$ cat src/rtl/audio_pkg.sv
// audio_pkg
//  Shared definitions for the tone path: scheduler state encoding, default
//  field widths and divider values for the notes of the C-major scale.
//  No ports; imported by the scheduler, its interface and its bench.
package audio_pkg;

  localparam int DIV_W_DEFAULT  = 27;
  localparam int BEAT_W_DEFAULT = 4;

  typedef enum logic [1:0] {
    ST_IDLE     = 2'd0,
    ST_PLAY_MEL = 2'd1,
    ST_PLAY_ALT = 2'd2,
    ST_GAP      = 2'd3
  } sched_state_t;

  // Divider values for the tone generator (100 MHz clock).
  localparam int unsigned NOTE_DO = 191571;
  localparam int unsigned NOTE_MI = 151515;
  localparam int unsigned NOTE_SO = 127551;
  localparam int unsigned NOTE_LA = 113636;

endpackage

$ cat src/rtl/tone_scheduler_if.sv
// tone_scheduler_if
//  Bundles the scheduler's request/acknowledge and tone-output signals.
//  master : note sources side (drives en, melody and alert requests,
//           observes acks and the tone outputs)
//  slave  : the scheduler itself
//  Signals:
//   en                            scheduler enable
//   mel_valid/mel_div/mel_beats   melody note offer, mel_ready accept pulse
//   alt_req/alt_div/alt_beats     alert request, alt_ack accept pulse
//   note_div/mute/busy            tone generator control and status
interface tone_scheduler_if #(
  parameter int DIV_W  = 27,
  parameter int BEAT_W = 4
);
  logic              en;
  logic              mel_valid;
  logic [DIV_W-1:0]  mel_div;
  logic [BEAT_W-1:0] mel_beats;
  logic              mel_ready;
  logic              alt_req;
  logic [DIV_W-1:0]  alt_div;
  logic [BEAT_W-1:0] alt_beats;
  logic              alt_ack;
  logic [DIV_W-1:0]  note_div;
  logic              mute;
  logic              busy;

  modport master (
    output en, mel_valid, mel_div, mel_beats, alt_req, alt_div, alt_beats,
    input  mel_ready, alt_ack, note_div, mute, busy
  );

  modport slave (
    input  en, mel_valid, mel_div, mel_beats, alt_req, alt_div, alt_beats,
    output mel_ready, alt_ack, note_div, mute, busy
  );
endinterface

$ cat src/rtl/beat_timer.sv
// beat_timer
//  Free-running cycle counter 0..LIMIT-1 used for beat timing and for the
//  silence gap between notes.
//  Ports:
//   clk    in  clock
//   rst    in  asynchronous reset, active-low
//   clear  in  force the count back to 0 (wins over run)
//   run    in  count this cycle
//   tick   out high in the cycle the count sits at LIMIT-1 while running
module beat_timer #(
  parameter int unsigned LIMIT = 25000000
) (
  input  logic clk,
  input  logic rst,
  input  logic clear,
  input  logic run,
  output logic tick
);
  localparam int CNT_W = (LIMIT > 1) ? $clog2(LIMIT) : 1;

  logic [CNT_W-1:0] cnt_q, cnt_d;

  assign tick = run && (cnt_q == CNT_W'(LIMIT - 1));

  // Wraps to 0 on tick so the next beat starts without help from the FSM.
  always_comb begin
    cnt_d = cnt_q;
    if (clear) begin
      cnt_d = '0;
    end else if (run) begin
      cnt_d = tick ? '0 : cnt_q + CNT_W'(1);
    end
  end

  always_ff @(posedge clk or negedge rst) begin
    if (!rst) begin
      cnt_q <= '0;
    end else begin
      cnt_q <= cnt_d;
    end
  end
endmodule

$ cat src/rtl/tone_scheduler.sv
// tone_scheduler
//  Shares one tone generator between a melody source and a higher-priority
//  alert source. Notes last a whole number of beats and are followed by a
//  short silence. An alert preempts a playing melody note; the melody note's
//  remaining whole beats are replayed once the alert and its gap are done.
//  Ports:
//   clk   in  system clock
//   rst   in  asynchronous reset, active-low
//   bus   slave side of tone_scheduler_if (requests, acks, tone outputs)
module tone_scheduler
  import audio_pkg::*;
#(
  parameter int          DIV_W    = DIV_W_DEFAULT,
  parameter int          BEAT_W   = BEAT_W_DEFAULT,
  parameter int unsigned BEAT_DIV = 25000000,
  parameter int unsigned GAP_CYC  = 2500000
) (
  input logic             clk,
  input logic             rst,
  tone_scheduler_if.slave bus
);

  sched_state_t      state_q, state_d;
  logic [DIV_W-1:0]  note_div_q, note_div_d;
  logic              mute_q, mute_d;
  logic              busy_q, busy_d;
  logic              mel_ready_q, mel_ready_d;
  logic              alt_ack_q, alt_ack_d;
  logic [BEAT_W-1:0] remaining_q, remaining_d;
  logic              suspended_q, suspended_d;
  logic [DIV_W-1:0]  save_div_q, save_div_d;
  logic [BEAT_W-1:0] save_rem_q, save_rem_d;

  logic beat_clear, beat_run, beat_tick;
  logic gap_run, gap_tick;

  // A zero-length note still plays for one beat.
  function automatic logic [BEAT_W-1:0] norm_beats(input logic [BEAT_W-1:0] b);
    return (b == '0) ? BEAT_W'(1) : b;
  endfunction

  assign beat_run = (state_q == ST_PLAY_MEL) || (state_q == ST_PLAY_ALT);
  assign gap_run  = (state_q == ST_GAP);

  beat_timer #(.LIMIT(BEAT_DIV)) u_beat_timer (
    .clk   (clk),
    .rst   (rst),
    .clear (beat_clear),
    .run   (beat_run),
    .tick  (beat_tick)
  );

  // Held at 0 outside GAP so every gap is exactly GAP_CYC cycles long.
  beat_timer #(.LIMIT(GAP_CYC)) u_gap_timer (
    .clk   (clk),
    .rst   (rst),
    .clear (!gap_run),
    .run   (gap_run),
    .tick  (gap_tick)
  );

  always_comb begin
    state_d     = state_q;
    note_div_d  = note_div_q;
    mute_d      = mute_q;
    remaining_d = remaining_q;
    suspended_d = suspended_q;
    save_div_d  = save_div_q;
    save_rem_d  = save_rem_q;
    mel_ready_d = 1'b0;
    alt_ack_d   = 1'b0;
    beat_clear  = 1'b0;

    if (!bus.en) begin
      // Disabling drops everything, including a suspended melody note.
      state_d     = ST_IDLE;
      note_div_d  = '0;
      mute_d      = 1'b1;
      suspended_d = 1'b0;
    end else begin
      unique case (state_q)
        ST_IDLE: begin
          note_div_d = '0;
          mute_d     = 1'b1;
          if (bus.alt_req) begin
            state_d     = ST_PLAY_ALT;
            note_div_d  = bus.alt_div;
            mute_d      = 1'b0;
            remaining_d = norm_beats(bus.alt_beats);
            beat_clear  = 1'b1;
            alt_ack_d   = 1'b1;
          end else if (suspended_q) begin
            // Resume the interrupted note; its source was acked long ago.
            state_d     = ST_PLAY_MEL;
            note_div_d  = save_div_q;
            mute_d      = 1'b0;
            remaining_d = save_rem_q;
            beat_clear  = 1'b1;
            suspended_d = 1'b0;
          end else if (bus.mel_valid) begin
            state_d     = ST_PLAY_MEL;
            note_div_d  = bus.mel_div;
            mute_d      = 1'b0;
            remaining_d = norm_beats(bus.mel_beats);
            beat_clear  = 1'b1;
            mel_ready_d = 1'b1;
          end
        end

        ST_PLAY_MEL, ST_PLAY_ALT: begin
          if ((state_q == ST_PLAY_MEL) && bus.alt_req) begin
            // Preempt: keep the undecremented beat count, so the partial
            // beat already played is simply lost on resume.
            save_div_d  = note_div_q;
            save_rem_d  = remaining_q;
            suspended_d = 1'b1;
            state_d     = ST_PLAY_ALT;
            note_div_d  = bus.alt_div;
            remaining_d = norm_beats(bus.alt_beats);
            beat_clear  = 1'b1;
            alt_ack_d   = 1'b1;
          end else if (beat_tick) begin
            if (remaining_q == BEAT_W'(1)) begin
              state_d    = ST_GAP;
              note_div_d = '0;
              mute_d     = 1'b1;
            end else begin
              remaining_d = remaining_q - BEAT_W'(1);
            end
          end
        end

        ST_GAP: begin
          note_div_d = '0;
          mute_d     = 1'b1;
          if (gap_tick) begin
            state_d = ST_IDLE;
          end
        end

        default: begin
          state_d    = ST_IDLE;
          note_div_d = '0;
          mute_d     = 1'b1;
        end
      endcase
    end

    busy_d = (state_d != ST_IDLE);
  end

  always_ff @(posedge clk or negedge rst) begin
    if (!rst) begin
      state_q     <= ST_IDLE;
      note_div_q  <= '0;
      mute_q      <= 1'b1;
      busy_q      <= 1'b0;
      mel_ready_q <= 1'b0;
      alt_ack_q   <= 1'b0;
      remaining_q <= '0;
      suspended_q <= 1'b0;
      save_div_q  <= '0;
      save_rem_q  <= '0;
    end else begin
      state_q     <= state_d;
      note_div_q  <= note_div_d;
      mute_q      <= mute_d;
      busy_q      <= busy_d;
      mel_ready_q <= mel_ready_d;
      alt_ack_q   <= alt_ack_d;
      remaining_q <= remaining_d;
      suspended_q <= suspended_d;
      save_div_q  <= save_div_d;
      save_rem_q  <= save_rem_d;
    end
  end

  assign bus.note_div  = note_div_q;
  assign bus.mute      = mute_q;
  assign bus.busy      = busy_q;
  assign bus.mel_ready = mel_ready_q;
  assign bus.alt_ack   = alt_ack_q;

endmodule
$ cat src/flat_wrapper.sv
// flat-port wrapper written by rule: the top's interface ports become plain ports
module tone_scheduler_flat import audio_pkg::*;
#(
  parameter int          DIV_W    = DIV_W_DEFAULT,
  parameter int          BEAT_W   = BEAT_W_DEFAULT,
  parameter int unsigned BEAT_DIV = 25000000,
  parameter int unsigned GAP_CYC  = 2500000
)
  (clk, rst, bus_en, bus_mel_valid, bus_mel_div, bus_mel_beats, bus_alt_req, bus_alt_div, bus_alt_beats, bus_mel_ready, bus_alt_ack, bus_note_div, bus_mute, bus_busy);
  tone_scheduler_if #(.DIV_W(DIV_W), .BEAT_W(BEAT_W)) bus_i ();
  input logic clk;
  input logic rst;
  input wire logic [$bits(bus_i.en)-1:0] bus_en;
  input wire logic [$bits(bus_i.mel_valid)-1:0] bus_mel_valid;
  input wire logic [$bits(bus_i.mel_div)-1:0] bus_mel_div;
  input wire logic [$bits(bus_i.mel_beats)-1:0] bus_mel_beats;
  input wire logic [$bits(bus_i.alt_req)-1:0] bus_alt_req;
  input wire logic [$bits(bus_i.alt_div)-1:0] bus_alt_div;
  input wire logic [$bits(bus_i.alt_beats)-1:0] bus_alt_beats;
  output wire logic [$bits(bus_i.mel_ready)-1:0] bus_mel_ready;
  output wire logic [$bits(bus_i.alt_ack)-1:0] bus_alt_ack;
  output wire logic [$bits(bus_i.note_div)-1:0] bus_note_div;
  output wire logic [$bits(bus_i.mute)-1:0] bus_mute;
  output wire logic [$bits(bus_i.busy)-1:0] bus_busy;
  assign bus_i.en = bus_en;
  assign bus_i.mel_valid = bus_mel_valid;
  assign bus_i.mel_div = bus_mel_div;
  assign bus_i.mel_beats = bus_mel_beats;
  assign bus_i.alt_req = bus_alt_req;
  assign bus_i.alt_div = bus_alt_div;
  assign bus_i.alt_beats = bus_alt_beats;
  assign bus_mel_ready = bus_i.mel_ready;
  assign bus_alt_ack = bus_i.alt_ack;
  assign bus_note_div = bus_i.note_div;
  assign bus_mute = bus_i.mute;
  assign bus_busy = bus_i.busy;
  tone_scheduler #(.DIV_W(DIV_W), .BEAT_W(BEAT_W), .BEAT_DIV(BEAT_DIV), .GAP_CYC(GAP_CYC)) u_core (.clk(clk), .rst(rst), .bus(bus_i));
endmodule
$ cat config.mk
export PLATFORM = sky130hd
export DESIGN_NAME = tone_scheduler_flat
export DESIGN_NICKNAME = d
export VERILOG_FILES = /design/src/rtl/audio_pkg.sv /design/src/rtl/tone_scheduler_if.sv /design/src/rtl/beat_timer.sv /design/src/rtl/tone_scheduler.sv /design/src/flat_wrapper.sv
export SDC_FILE = /design/constraint.sdc
export NUM_CORES = 1
export LEC_CHECK = 0
export BUFFER_PORTS_ARGS = -buffer_cell sky130_fd_sc_hd__buf_2
export CAP_MARGIN = 30
export CELL_PAD_IN_SITES_DETAIL_PLACEMENT = 1
export CELL_PAD_IN_SITES_GLOBAL_PLACEMENT = 2
export CORE_UTILIZATION = 36
export DETAILED_ROUTE_END_ITERATION = 16
export PLACE_DENSITY = 0.82
export SYNTH_ARGS = -nofsm -noshare
export SYNTH_HDL_FRONTEND = slang
export SYNTH_SLANG_ARGS = --single-unit
$ cat constraint.sdc
create_clock -name clk -period 2.5 [get_ports clk]
set_input_delay 0.125 -clock clk [delete_from_list [all_inputs] [get_ports clk]]
set_output_delay 0.125 -clock clk [all_outputs]
set_load 0.01 [all_outputs]
==> results of run 1 <==
## worst min-delay path: stages
cell and delay [ns]:
sky130_fd_sc_hd__buf_2 0.07, sky130_fd_sc_hd__nand2_1 0.04, sky130_fd_sc_hd__o21ai_0 0.06, sky130_fd_sc_hd__mux2_2 0.14
## area by class of cell
type	instances	area share (%)
multi-input combinational	420	39.3
clock inverter	13	2.41
timing repair buffer	118	9.01
inverter	15	0.753
sequential	116	38.9
tap	216	3.62
clock buffer	19	6.06
## synth_stat cells (7+ instances only)
library cell,n,area share [%]
sky130_fd_sc_hd__a21oi_1,9,0.75
sky130_fd_sc_hd__dfrtp_1,115,48
sky130_fd_sc_hd__a22oi_1,27,3.4
sky130_fd_sc_hd__and3_1,10,1.0
sky130_fd_sc_hd__xor2_1,25,3.6
sky130_fd_sc_hd__nand2_1,77,4.8
sky130_fd_sc_hd__clkbuf_1,23,1.4
sky130_fd_sc_hd__nand4_1,14,1.5
sky130_fd_sc_hd__nand3_1,29,2.4
sky130_fd_sc_hd__o21ai_0,14,1.2
sky130_fd_sc_hd__xnor2_1,12,1.7
sky130_fd_sc_hd__nor3_1,13,1.1
sky130_fd_sc_hd__mux2_4,20,5.0
sky130_fd_sc_hd__nor2_1,45,2.8
sky130_fd_sc_hd__mux2_2,37,6.9
sky130_fd_sc_hd__ha_1,7,1.5
sky130_fd_sc_hd__inv_1,15,0.93
## repair_timing
item / in CTS / in global routing
resized for setup: 1 / 2
pin swaps: 0 / 1
hold endpoints to repair: 55 / 0
cloned: 0 / 0
hold buffers: 1 / 0
setup endpoints to repair: 2 / 2
## stage by stage
stage               instances  hold slack, ns   TNS, ns  instance area [um^2]  power, mW
finish                    917          0.0575         0                  7470       6.11
global placement          884           0.235         0                  6830       3.47
detailed placement        884           0.238  -0.00178                  6830       3.54
floorplan                 579          -0.171         0                  6040       3.09
CTS                       917          0.0430         0                  7470       6.19
global route              917          0.0714         0                  7470       6.41
## registers in the layout, summed over array words and instances, names as in the netlist
| signal | flops |
|---|---|
| u_core.u_gap_timer.cnt_q | 22 |
| u_core.save_rem_q | 4 |
| u_core.bus.mute | 1 |
| u_core.bus.busy | 1 |
| u_core.state_q | 2 |
| u_core.save_div_q | 27 |
| u_core.suspended_q | 1 |
| u_core.bus.mel_ready | 1 |
| u_core.u_beat_timer.cnt_q | 25 |
| u_core.bus.alt_ack | 1 |
| u_core.remaining_q | 4 |
| u_core.bus.note_div | 27 |
## per-layer routing
metal,vias up,track usage (%)
met2,88,34.8
met5,-,0
li1,2284,-
met4,0,6.46
met3,23,5.56
met1,2534,24.0
## power by group
part           internal (mW)  switching [mW]
Combinational          0.545           0.661
Clock                   1.72           0.892
Sequential              2.11           0.180
Total                   4.37            1.73
## kinds of logic after synthesis
family                     Yosys count
buffers and inverters               43
DFF                                116
AOI/OAI and AO/OA                   85
and+or+nand+nor                    230
xor gates and xnor gates            37
muxes                               61
adders and majority gates            7
## worst paths after layout
path / slack [ns] / end / startpoint / depth (start not counted)
max: 0.27 / u_core.u_beat_timer.cnt_q[21] / u_core.u_beat_timer.cnt_q[0] / 6
min: 0.06 / u_core.bus.note_div[26] / bus_alt_div[26] / 4
max reg2reg: 0.27 / u_core.u_beat_timer.cnt_q[21] / u_core.u_beat_timer.cnt_q[0] / 6
min reg2reg: 0.45 / u_core.u_gap_timer.cnt_q[0] / u_core.u_gap_timer.cnt_q[0] / 1
max in group asynchronous: 1.42 / u_core.bus.mute / rst / 3
min in group asynchronous: 0.32 / u_core.bus.note_div[3] / rst / 2
==> load_flow_metrics.sql, run 1 <==
INSERT INTO impl_metrics (metric_group, metric, value, unit) VALUES
('die', 'row_count', '46', ''),
('layout', 'multi_input_comb_area', '0.00294', 'mm^2'),
('clocking', 'ctsLongestPathBuffers', '2', ''),
('worst_setup_path', 'timing.critical_path.from_type', 'flip-flop', ''),
('yosys', 'synth_simple_gate_area_share', '18.9', '%'),
('layout', 'areaGrowthSynthToFinish', '23.8', '%'),
('timing', 'max_slew.worst_pin.slew', '0.746', 'ns'),
('min_path', 'hold_class', 'in -> reg', ''),
('clocking', 'cts.root.buffer_cell', 'sky130_fd_sc_hd__clkbuf_16', ''),
('die', 'core_region_area', '0.0161', 'mm^2'),
('drt', 'detailroute.wirelength.met2', '8.35', 'mm'),
('yosys', 'ys_warn_count', '0', ''),
('timing', 'final.min_clock_period', '2.23', 'ns'),
('yosys', 'synth.distinct_cells', '58', ''),
('timing', 'finClkSkew', '0.00747', 'ns'),
('placed_design', 'gpl.final_weighted_congestion', '0.773', ''),
('yosys', 'cell_count_after_synthesis', '579', ''),
('clocking', 'tritoncts.num_buffers', '17', ''),
('worst_setup_path', 'worst-path-max-fanout', '10', ''),
('timing', 'fmaxAchievable', '448', 'MHz'),
('drt', 'route.detailed.drc', '0', ''),
('worst_setup_path', 'category_of_the_most_critical_setup_path', 'reg -> reg', ''),
('worst_setup_path', 'worst-path-buf-inv', '0', ''),
('layout', 'finalCoreUtilization', '46.4', '%'),
('worst_setup_path', 'cp.arrival', '2.54', 'ns'),
('drt', 'detailroute.wirelength.met3', '561', 'um'),
('yosys', 'ys_ff_latch', '116', ''),
('grt', 'grt_antenna_before_repair', '0', ''),
('drt', 'route.detailed.vias_per_inst', '5.38', ''),
('power_and_ir_drop', 'power.density_cell_area', '817', 'mW/mm^2'),
('yosys', 'muxShareOfSynthArea', '12.5', '%'),
('drt', 'highest-signal-layer', 'met4', ''),
('layout', 'final-seq-area', '0.00290', 'mm^2'),
('die', 'pin_count', '98', ''),
('worst_setup_path', 'cp_top_family', 'compound AO/OA/AOI/OAI gates', ''),
('layout', 'final_net_count', '762', ''),
('outcome', 'status', 'complete, no violations', ''),
('worst_setup_path', 'critical_path.slowest_cell', 'sky130_fd_sc_hd__or4_1', ''),
('layout', 'num-fill-cells', '1842', ''),
('placed_design', 'port_buffers', '97', ''),
('yosys', 'synth_edf_count', '0', ''),
('layout', 'drive_gt1_share', '31.2', '%'),
('worst_setup_path', 'end_kind', 'flip-flop', ''),
('timing', 'report.final.hold_viol_count', '0', ''),
('yosys', 'yosys.area_share.xor_xnor', '5.37', '%'),
('drt', 'dr_total_vias', '4929', ''),
('die', 'floorplan.die.height', '131', 'um'),
('clocking', 'insertion_delay', '0.42', 'ns'),
('layout', 'final_cell_mix', 'sky130_fd_sc_hd__dfrtp_1, sky130_fd_sc_hd__buf_2, sky130_fd_sc_hd__nand2_1', ''),
('yosys', 'synth_adder_area_share', '1.45', '%'),
('drt', 'routedWlPerCell', '17.7', 'um'),
('placed_design', 'placement.setup.worst_slack', '-0.00178', 'ns'),
('power_and_ir_drop', 'power.ir.vdd_worst', '508', 'uV'),
('drt', 'drt_first_pass_iters', '4', ''),
('yosys', 'synth-seq-area-share', '48.1', '%'),
('yosys', 'post_synthesis_cell_area', '0.00604', 'mm^2'),
('clocking', 'tritoncts_clock_tree', 'built', ''),
('yosys', 'ys.flop_type', 'sky130_fd_sc_hd__dfrtp_1', ''),
('die', 'die_x', '131', 'um'),
('yosys', 'mappedNetlistNets', '653', ''),
('drt', 'drt-initial-drc-count', '254', ''),
('clocking', 'cts-htree-levels', '4', ''),
('grt', 'global_route.usage.total', '20.1', '%'),
('timing', 'setup_ws', '0.270', 'ns'),
('clocking', 'clock_sink_count', '116', ''),
('grt', 'overflow', '0', ''),
('power_and_ir_drop', 'power.leakage', '3.59', 'nW'),
('clocking', 'postCtsSetupRepairBufs', '0', ''),
('die', 'initial_utilization', '37.5', '%'),
('timing', 'post_route_clock_period_utilization', '89.2', '%'),
('grt', 'grt_max_degree', '58', '');
(Power assumes the default switching activity.)
==> run 2, diff against run 1 <==
--- a/config.mk
+++ b/config.mk
@@ -11,7 +11,8 @@
 export CELL_PAD_IN_SITES_GLOBAL_PLACEMENT = 2
 export CORE_UTILIZATION = 36
 export DETAILED_ROUTE_END_ITERATION = 16
-export PLACE_DENSITY = 0.82
+export PLACE_DENSITY = 0.83
 export SYNTH_ARGS = -nofsm -noshare
 export SYNTH_HDL_FRONTEND = slang
+export SYNTH_HIERARCHICAL = 1
 export SYNTH_SLANG_ARGS = --single-unit
==> load_flow_metrics.sql, run 2 <==
INSERT INTO impl_metrics (metric_group, metric, value, unit) VALUES
('timing', 'slew-limit-headroom', '53.2', '%'),
('layout', 'final_net_count', '836', ''),
('min_path', 'min_delay_path_depth', '4', ''),
('worst_setup_path', 'critical_path.slowest_cell', 'sky130_fd_sc_hd__dfrtp_1', ''),
('yosys', 'ys_ff_latch', '116', ''),
('grt', 'overflow', '0', ''),
('yosys', 'post_synthesis_cell_area', '0.00639', 'mm^2'),
('worst_setup_path', 'path_depth', '12', ''),
('timing', 'report.final.slew_viol_count', '0', ''),
('clocking', 'insertion_delay', '0.42', 'ns'),
('yosys', 'synth.most_common_cell', 'sky130_fd_sc_hd__dfrtp_1', ''),
('layout', 'final_cell_mix', 'sky130_fd_sc_hd__dfrtp_1, sky130_fd_sc_hd__buf_2, sky130_fd_sc_hd__nand2_1', ''),
('drt', 'drt_first_pass_iters', '4', ''),
('power_and_ir_drop', 'power.leakage', '3.65', 'nW'),
('timing', 'max_slew.worst_pin.slew', '0.702', 'ns'),
('yosys', 'synth.top_cells.by_count', 'sky130_fd_sc_hd__dfrtp_1, sky130_fd_sc_hd__nand2_1, sky130_fd_sc_hd__nor2_1', ''),
('clocking', 'tritoncts.num_buffers', '17', ''),
('clocking', 'tritoncts_clock_tree', 'built', ''),
('drt', 'route.detailed.drc', '0', ''),
('power_and_ir_drop', 'power.ir.vdd_worst', '542', 'uV'),
('power_and_ir_drop', 'power.density_cell_area', '888', 'mW/mm^2'),
('layout', 'final_cell_count_without_fillers', '999', ''),
('worst_setup_path', 'critPathRequiredTime', '2.86', 'ns'),
('clocking', 'cts.root.buffer_cell', 'sky130_fd_sc_hd__clkbuf_16', ''),
('power_and_ir_drop', 'p_sw_share', '34.7', '%'),
('power_and_ir_drop', 'totalPowerFinal', '7.07', 'mW'),
('drt', 'dr_total_vias', '5576', ''),
('power_and_ir_drop', 'clkPwrFrac', '35.0', '%'),
('worst_setup_path', 'category_of_the_most_critical_setup_path', 'reg -> reg', ''),
('grt', 'grt_max_degree', '60', ''),
('worst_setup_path', 'worst-path-buf-inv', '3', ''),
('yosys', 'synth.distinct_cells', '68', ''),
('yosys', 'mappedNetlistNets', '722', ''),
('power_and_ir_drop', 'power_frac_seq', '35.5', '%'),
('die', 'row_count', '48', ''),
('run', 'max-cap-violations', '0', ''),
('yosys', 'post_synth_main_area_contributors', 'sky130_fd_sc_hd__dfrtp_1, sky130_fd_sc_hd__mux2_2, sky130_fd_sc_hd__nand2_1', ''),
('timing', 'final.min_clock_period', '2.37', 'ns'),
('worst_setup_path', 'worst-path-max-fanout', '13', ''),
('die', 'die_area', '0.0183', 'mm^2'),
('die', 'floorplan.die.height', '135', 'um'),
('worst_setup_path', 'cp.arrival', '2.73', 'ns'),
('power_and_ir_drop', 'intPower', '4.62', 'mW'),
('drt', 'drt-initial-drc-count', '207', ''),
('drt', 'routedWlPerCell', '18.9', 'um'),
('die', 'initial_utilization', '36.9', '%'),
('grt', 'grt_antenna_before_repair', '1', ''),
('layout', 'drive_gt1_share', '30.8', '%'),
('timing', 'report.final.hold_viol_count', '0', ''),
('clocking', 'clock_slew_at_reported_path_ffs', '0.06', 'ns'),
('yosys', 'synth-seq-area-share', '45.5', '%'),
('power_and_ir_drop', 'power.switching', '2.45', 'mW'),
('power_and_ir_drop', 'combPwrFrac', '29.5', '%'),
('placed_design', 'dp_cells', '962', ''),
('worst_setup_path', 'timing.critical_path.from_type', 'flip-flop', ''),
('yosys', 'synth_edf_count', '0', ''),
('drt', 'route.detailed.vias_per_inst', '5.58', ''),
('die', 'pin_count', '98', ''),
('yosys', 'cell_count_after_synthesis', '646', ''),
('worst_setup_path', 'critical_path_cell_sequence', 'inv_1 -> ha_2 -> and3_1 -> nand4_1 -> or2_4 -> inv_2 -> nand4bb_1 -> nand2_1 -> nand3_1 -> nand2_2 -> clkbuf_16 -> a22o_1', ''),
('grt', 'global_route.usage.total', '21.6', '%'),
('timing', 'post_route_clock_period_utilization', '94.9', '%'),
('yosys', 'avgSynthCellArea', '9.89', 'um^2'),
('grt', 'grt_pass1_vias', '5916', ''),
('clocking', 'cts-htree-levels', '4', ''),
('die', 'core_region_area', '0.0173', 'mm^2'),
('yosys', 'ys.flop_type', 'sky130_fd_sc_hd__dfrtp_1', ''),
('yosys', 'synth_top_area_share', '45.0', '%'),
('drt', 'ant_nets', '0', ''),
('placed_design', 'port_buffers', '97', ''),
('layout', 'areaGrowthSynthToFinish', '24.6', '%'),
('grt', 'grt_pass1_wl', '30.7', 'mm'),
('worst_setup_path', 'reg2regPathDepth', '12', ''),
('worst_setup_path', 'end_kind', 'flip-flop', ''),
('yosys', 'synth_area_leader', 'sky130_fd_sc_hd__dfrtp_1', ''),
('layout', 'mostFrequentLayoutCell', 'sky130_fd_sc_hd__dfrtp_1', ''),
('placed_design', 'hpwlAfterDp', '13.1', 'mm'),
('yosys', 'synth-async-reset-ratio', '100', '%'),
('clocking', 'clock_sink_count', '116', ''),
('min_path', 'hold_class', 'in -> reg', ''),
('layout', 'num-fill-cells', '1992', ''),
('yosys', 'ys_warn_count', '6', ''),
('die', 'die_x', '135', 'um'),
('outcome', 'status', 'complete, no violations', ''),
('timing', 'finClkSkew', '0.0100', 'ns'),
('drt', 'wirelength', '18.9', 'mm'),
('timing', 'setup_violations', '0', ''),
('placed_design', 'gpl.final_weighted_congestion', '0.845', ''),
('timing', 'fmaxAchievable', '421', 'MHz'),
('clocking', 'ctsLongestPathBuffers', '2', ''),
('worst_setup_path', 'cp_top_family', 'simple AND/OR/NAND/NOR gates', ''),
('worst_setup_path', 'critical-path-max-stage-delay', '0.36', 'ns');
[run 2: cell families (layout without fill, tap and decap cells)]
family                     Yosys count  after routing  share of synthesized area (%)
AOI/OAI and AO/OA                  140            140                           15.1
adders and majority gates            9              9                           1.76
xor gates and xnor gates            37             37                           5.07
and+or+nand+nor                    263            263                           23.0
buffers and inverters               46            173                           3.51
muxes                               35             35                           6.09
other                                0              1                              0
DFF                                116            116                           45.5
[run 2: power by group through the flow]
stage / registers (mW) / clock network, mW / logic (mW)
after floorplan: 2.52 / 0 / 1.23
final: 2.51 / 2.47 / 2.08
after detailed placement: 2.53 / 0 / 2.01
after CTS: 2.50 / 2.53 / 2.03
after global placement: 2.50 / 0 / 1.94
after global routing: 2.56 / 2.61 / 2.27
[run 2: worst register-to-register path, cell delays in order, from the launching register on]
cell	delay [ns]
sky130_fd_sc_hd__dfrtp_1	0.36
sky130_fd_sc_hd__inv_1	0.08
sky130_fd_sc_hd__ha_2	0.32
sky130_fd_sc_hd__and3_1	0.17
sky130_fd_sc_hd__nand4_1	0.15
sky130_fd_sc_hd__or2_4	0.30
sky130_fd_sc_hd__inv_2	0.08
sky130_fd_sc_hd__nand4bb_1	0.15
sky130_fd_sc_hd__nand2_1	0.10
sky130_fd_sc_hd__nand3_1	0.09
sky130_fd_sc_hd__nand2_2	0.18
sky130_fd_sc_hd__clkbuf_16	0.20
sky130_fd_sc_hd__a22o_1	0.13
[run 2: repair_timing]
| item | CTS | global route |
|---|---|---|
| hold endpoints to repair | 49 | 0 |
| setup endpoints to repair | 0 | 33 |
| buffers inserted | 0 | 2 |
| hold buffers | 1 | 0 |
| gates resized for setup | 0 | 8 |
[run 2: worst paths after layout]
kind | startpoint | end | slack, ns
worst max-delay path | u_core/state_q[0] | u_core/bus.note_div[0] | 0.13
worst min-delay path | bus_alt_div[23] | u_core/bus.note_div[23] | 0.04
worst max register to register | u_core/state_q[0] | u_core/bus.note_div[0] | 0.13
worst min register to register | u_core/save_rem_q[1] | u_core/save_rem_q[1] | 0.49
max in group asynchronous | rst | u_core/bus.mute | 1.35
min in group asynchronous | rst | u_core/save_div_q[6] | 0.28
[run 2: cell type report]
cell class | count | area, um^2 | area share (%)
antenna | 1 | 2.50 | 0.0314
clock buffer | 17 | 425 | 5.35
clock inverter | 15 | 170 | 2.14
inverter | 9 | 33.8 | 0.424
multi-input combinational | 484 | 3330 | 41.8
sequential | 116 | 2900 | 36.5
tap | 225 | 282 | 3.54
timing repair buffer | 132 | 816 | 10.2
[run 2: routing by layer]
metal | share of wire [%] | global-route usage (%)
met1 | 44 | 26.7
met2 | 51 | 37.1
met3 | 3.1 | 3.93
met4 | 2.1 | 8.68
met5 | 0 | 0
[run 2: per-stage QoR]
stage | hold slack, ns | setup WS [ns] | instance area [um^2] | TNS, ns | utilization [%]
after floorplan | -0.171 | -0.0000959 | 6420 | -0.0000959 | -
after global placement | 0.198 | 0.136 | 7260 | 0 | 42.0
after detailed placement | 0.213 | 0.0289 | 7270 | 0 | 42.1
after CTS | 0.0234 | 0.00524 | 7880 | 0 | 45.6
after global routing | 0.0519 | -0.0166 | 7960 | -0.0166 | 46.0
final | 0.0375 | 0.127 | 7960 | 0 | 46.0
==> run 3, diff against run 2 <==
--- a/config.mk
+++ b/config.mk
@@ -6,7 +6,7 @@
 export NUM_CORES = 1
 export LEC_CHECK = 0
 export BUFFER_PORTS_ARGS = -buffer_cell sky130_fd_sc_hd__buf_2
-export CAP_MARGIN = 30
+export CAP_MARGIN = 0
 export CELL_PAD_IN_SITES_DETAIL_PLACEMENT = 1
 export CELL_PAD_IN_SITES_GLOBAL_PLACEMENT = 2
 export CORE_UTILIZATION = 36
==> constraint.sdc (replaced) <==
create_clock -name clk -period 2.5 [get_ports clk]
set_input_delay 0.5 -clock clk [delete_from_list [all_inputs] [get_ports clk]]
set_output_delay 0.5 -clock clk [all_outputs]
set_load 0.01 [all_outputs]
==> load_flow_metrics.sql, run 3 (synthesis gave the netlist of run 2 again) <==
INSERT INTO impl_metrics (metric_group, metric, value, unit) VALUES
('drt', 'ant_nets', '0', ''),
('timing', 'slew-limit-headroom', '58.5', '%'),
('die', 'initial_utilization', '36.9', '%'),
('clocking', 'ctsLongestPathBuffers', '2', ''),
('drt', 'met1Wirelength', '7.98', 'mm'),
('worst_setup_path', 'critical_path_cell_sequence', 'inv_1 -> ha_2 -> and3_1 -> nand4_1 -> or2_4 -> inv_2 -> nand4bb_1 -> nand2_2 -> nor2_4 -> buf_4 -> a22o_1', ''),
('layout', 'finalCoreUtilization', '45.9', '%'),
('min_path', 'hold_class', 'in -> async', ''),
('outcome', 'status', 'complete, no violations', ''),
('die', 'row_count', '48', ''),
('placed_design', 'placement.setup.worst_slack', '-0.00502', 'ns'),
('die', 'die_area', '0.0183', 'mm^2'),
('drt', 'drt-initial-drc-count', '236', ''),
('timing', 'max_slew.worst_pin.slew', '0.621', 'ns'),
('power_and_ir_drop', 'power.ir.vdd_worst', '536', 'uV'),
('timing', 'report.final.slew_viol_count', '0', ''),
('die', 'die_x', '135', 'um'),
('timing', 'report.final.hold_viol_count', '0', ''),
('die', 'pin_count', '98', ''),
('drt', 'route.detailed.vias_per_inst', '5.51', ''),
('timing', 'setup_violations', '0', ''),
('timing', 'fmaxAchievable', '418', 'MHz'),
('clocking', 'cts-htree-levels', '4', ''),
('worst_setup_path', 'cp_top_family', 'simple AND/OR/NAND/NOR gates', ''),
('layout', 'mostFrequentLayoutCell', 'sky130_fd_sc_hd__dfrtp_1', ''),
('placed_design', 'gpl.final_weighted_congestion', '0.843', ''),
('grt', 'grt_pass1_wl', '31.2', 'mm'),
('clocking', 'insertion_delay', '0.42', 'ns'),
('drt', 'drt_first_pass_iters', '4', ''),
('clocking', 'cts.root.buffer_cell', 'sky130_fd_sc_hd__clkbuf_16', ''),
('die', 'core_region_area', '0.0173', 'mm^2'),
('worst_setup_path', 'timing.critical_path.from_type', 'flip-flop', ''),
('worst_setup_path', 'critical-path-max-stage-delay', '0.35', 'ns'),
('clocking', 'tritoncts.num_buffers', '17', ''),
('layout', 'final_cell_mix', 'sky130_fd_sc_hd__dfrtp_1, sky130_fd_sc_hd__buf_2, sky130_fd_sc_hd__nand2_1', ''),
('layout', 'num-fill-cells', '2005', ''),
('grt', 'overflow', '0', ''),
('clocking', 'clock_slew_at_reported_path_ffs', '0.06', 'ns'),
('worst_setup_path', 'worst-path-buf-inv', '3', ''),
('drt', 'highest-signal-layer', 'met4', ''),
('placed_design', 'hpwlAfterDp', '12.9', 'mm'),
('drt', 'routedWlPerCell', '18.6', 'um'),
('worst_setup_path', 'cp.arrival', '2.69', 'ns'),
('drt', 'route.detailed.drc', '0', ''),
('clocking', 'clock_sink_count', '116', ''),
('grt', 'grt_max_degree', '52', ''),
('worst_setup_path', 'critical_path.slowest_cell', 'sky130_fd_sc_hd__dfrtp_1', ''),
('clocking', 'hold_buffers', '0', ''),
('grt', 'global_route.usage.total', '21.9', '%'),
('timing', 'post_route_clock_period_utilization', '95.8', '%'),
('power_and_ir_drop', 'power.leakage', '3.64', 'nW'),
('layout', 'final_net_count', '836', ''),
('drt', 'detailroute.wirelength.met3', '573', 'um'),
('timing', 'setup_ws', '0.105', 'ns'),
('placed_design', 'port_buffers', '97', ''),
('drt', 'detailroute.wirelength.met2', '9.67', 'mm'),
('timing', 'finClkSkew', '0.00818', 'ns'),
('run', 'max-cap-violations', '0', ''),
('worst_setup_path', 'category_of_the_most_critical_setup_path', 'reg -> reg', ''),
('power_and_ir_drop', 'power.density_cell_area', '887', 'mW/mm^2'),
('grt', 'grt_antenna_before_repair', '2', ''),
('grt', 'grt_pass1_vias', '6041', ''),
('drt', 'wirelength', '18.6', 'mm'),
('clocking', 'tritoncts_clock_tree', 'built', ''),
('worst_setup_path', 'critPathRequiredTime', '2.80', 'ns'),
('timing', 'setup_repair_after_global_routing_missed_its_margin', 'false', ''),
('drt', 'dr_total_vias', '5506', ''),
('timing', 'final.min_clock_period', '2.40', 'ns'),
('layout', 'drive_gt1_share', '30.9', '%'),
('worst_setup_path', 'worst-path-max-fanout', '15', ''),
('layout', 'areaGrowthSynthToFinish', '24.2', '%'),
('die', 'floorplan.die.height', '135', 'um'),
('worst_setup_path', 'end_kind', 'flip-flop', '');
==> run 3: final cells by class <==
class	instances	area, um^2	share of cell area, %
multi-input combinational	484	3310	41.7
sequential	116	2900	36.6
timing repair buffer	132	788	9.93
clock buffer	18	439	5.53
tap	225	282	3.55
clock inverter	14	175	2.21
inverter	9	33.8	0.426
antenna	2	5.00	0.0631
==> run 3: path summary, 6_finish.rpt <==
check	from	to	slack [ns]	cells after the start
max in group asynchronous	rst	u_core/bus.mute	1.75	2
worst min register to register	u_core/save_rem_q[0]	u_core/save_rem_q[0]	0.51	2
worst min-delay path	rst	u_core/bus.note_div[9]	0.06	1
min in group clk	bus_alt_div[11]	u_core/bus.note_div[11]	0.40	4
worst max-delay path	u_core/state_q[0]	u_core/bus.note_div[4]	0.11	11
worst max register to register	u_core/state_q[0]	u_core/bus.note_div[4]	0.11	11
==> run 3: per-layer routing <==
layer	up-vias	GRT usage, %
met3	25	4.04
met2	96	38.1
met5	-	0
met1	2805	26.4
li1	2580	-
met4	0	8.99
==> run 3: timing repair <==
action	CTS	global route
buffers inserted	0	1
gates cloned	0	0
pin swaps	0	5
resized for setup	2	5
endpoints found under the setup margin	20	34
==> run 3: stage by stage <==
step	std cells	setup TNS (ns)	total power [mW]	cell area, um^2	hold slack, ns
finish	1000	0	7.04	7940	0.0580
global route	1000	0	7.43	7940	0.0827
CTS	997	0	7.10	7910	0.0679
detailed placement	965	-0.0233	4.51	7290	0.492
global placement	965	0	4.42	7290	0.465
floorplan	646	-0.0000959	3.75	6420	0.204
==> run 3: power breakdown <==
part | switching [mW] | internal [mW]
clock network | 0.940 | 1.60
logic | 1.16 | 0.840
registers | 0.262 | 2.23
total | 2.37 | 4.68
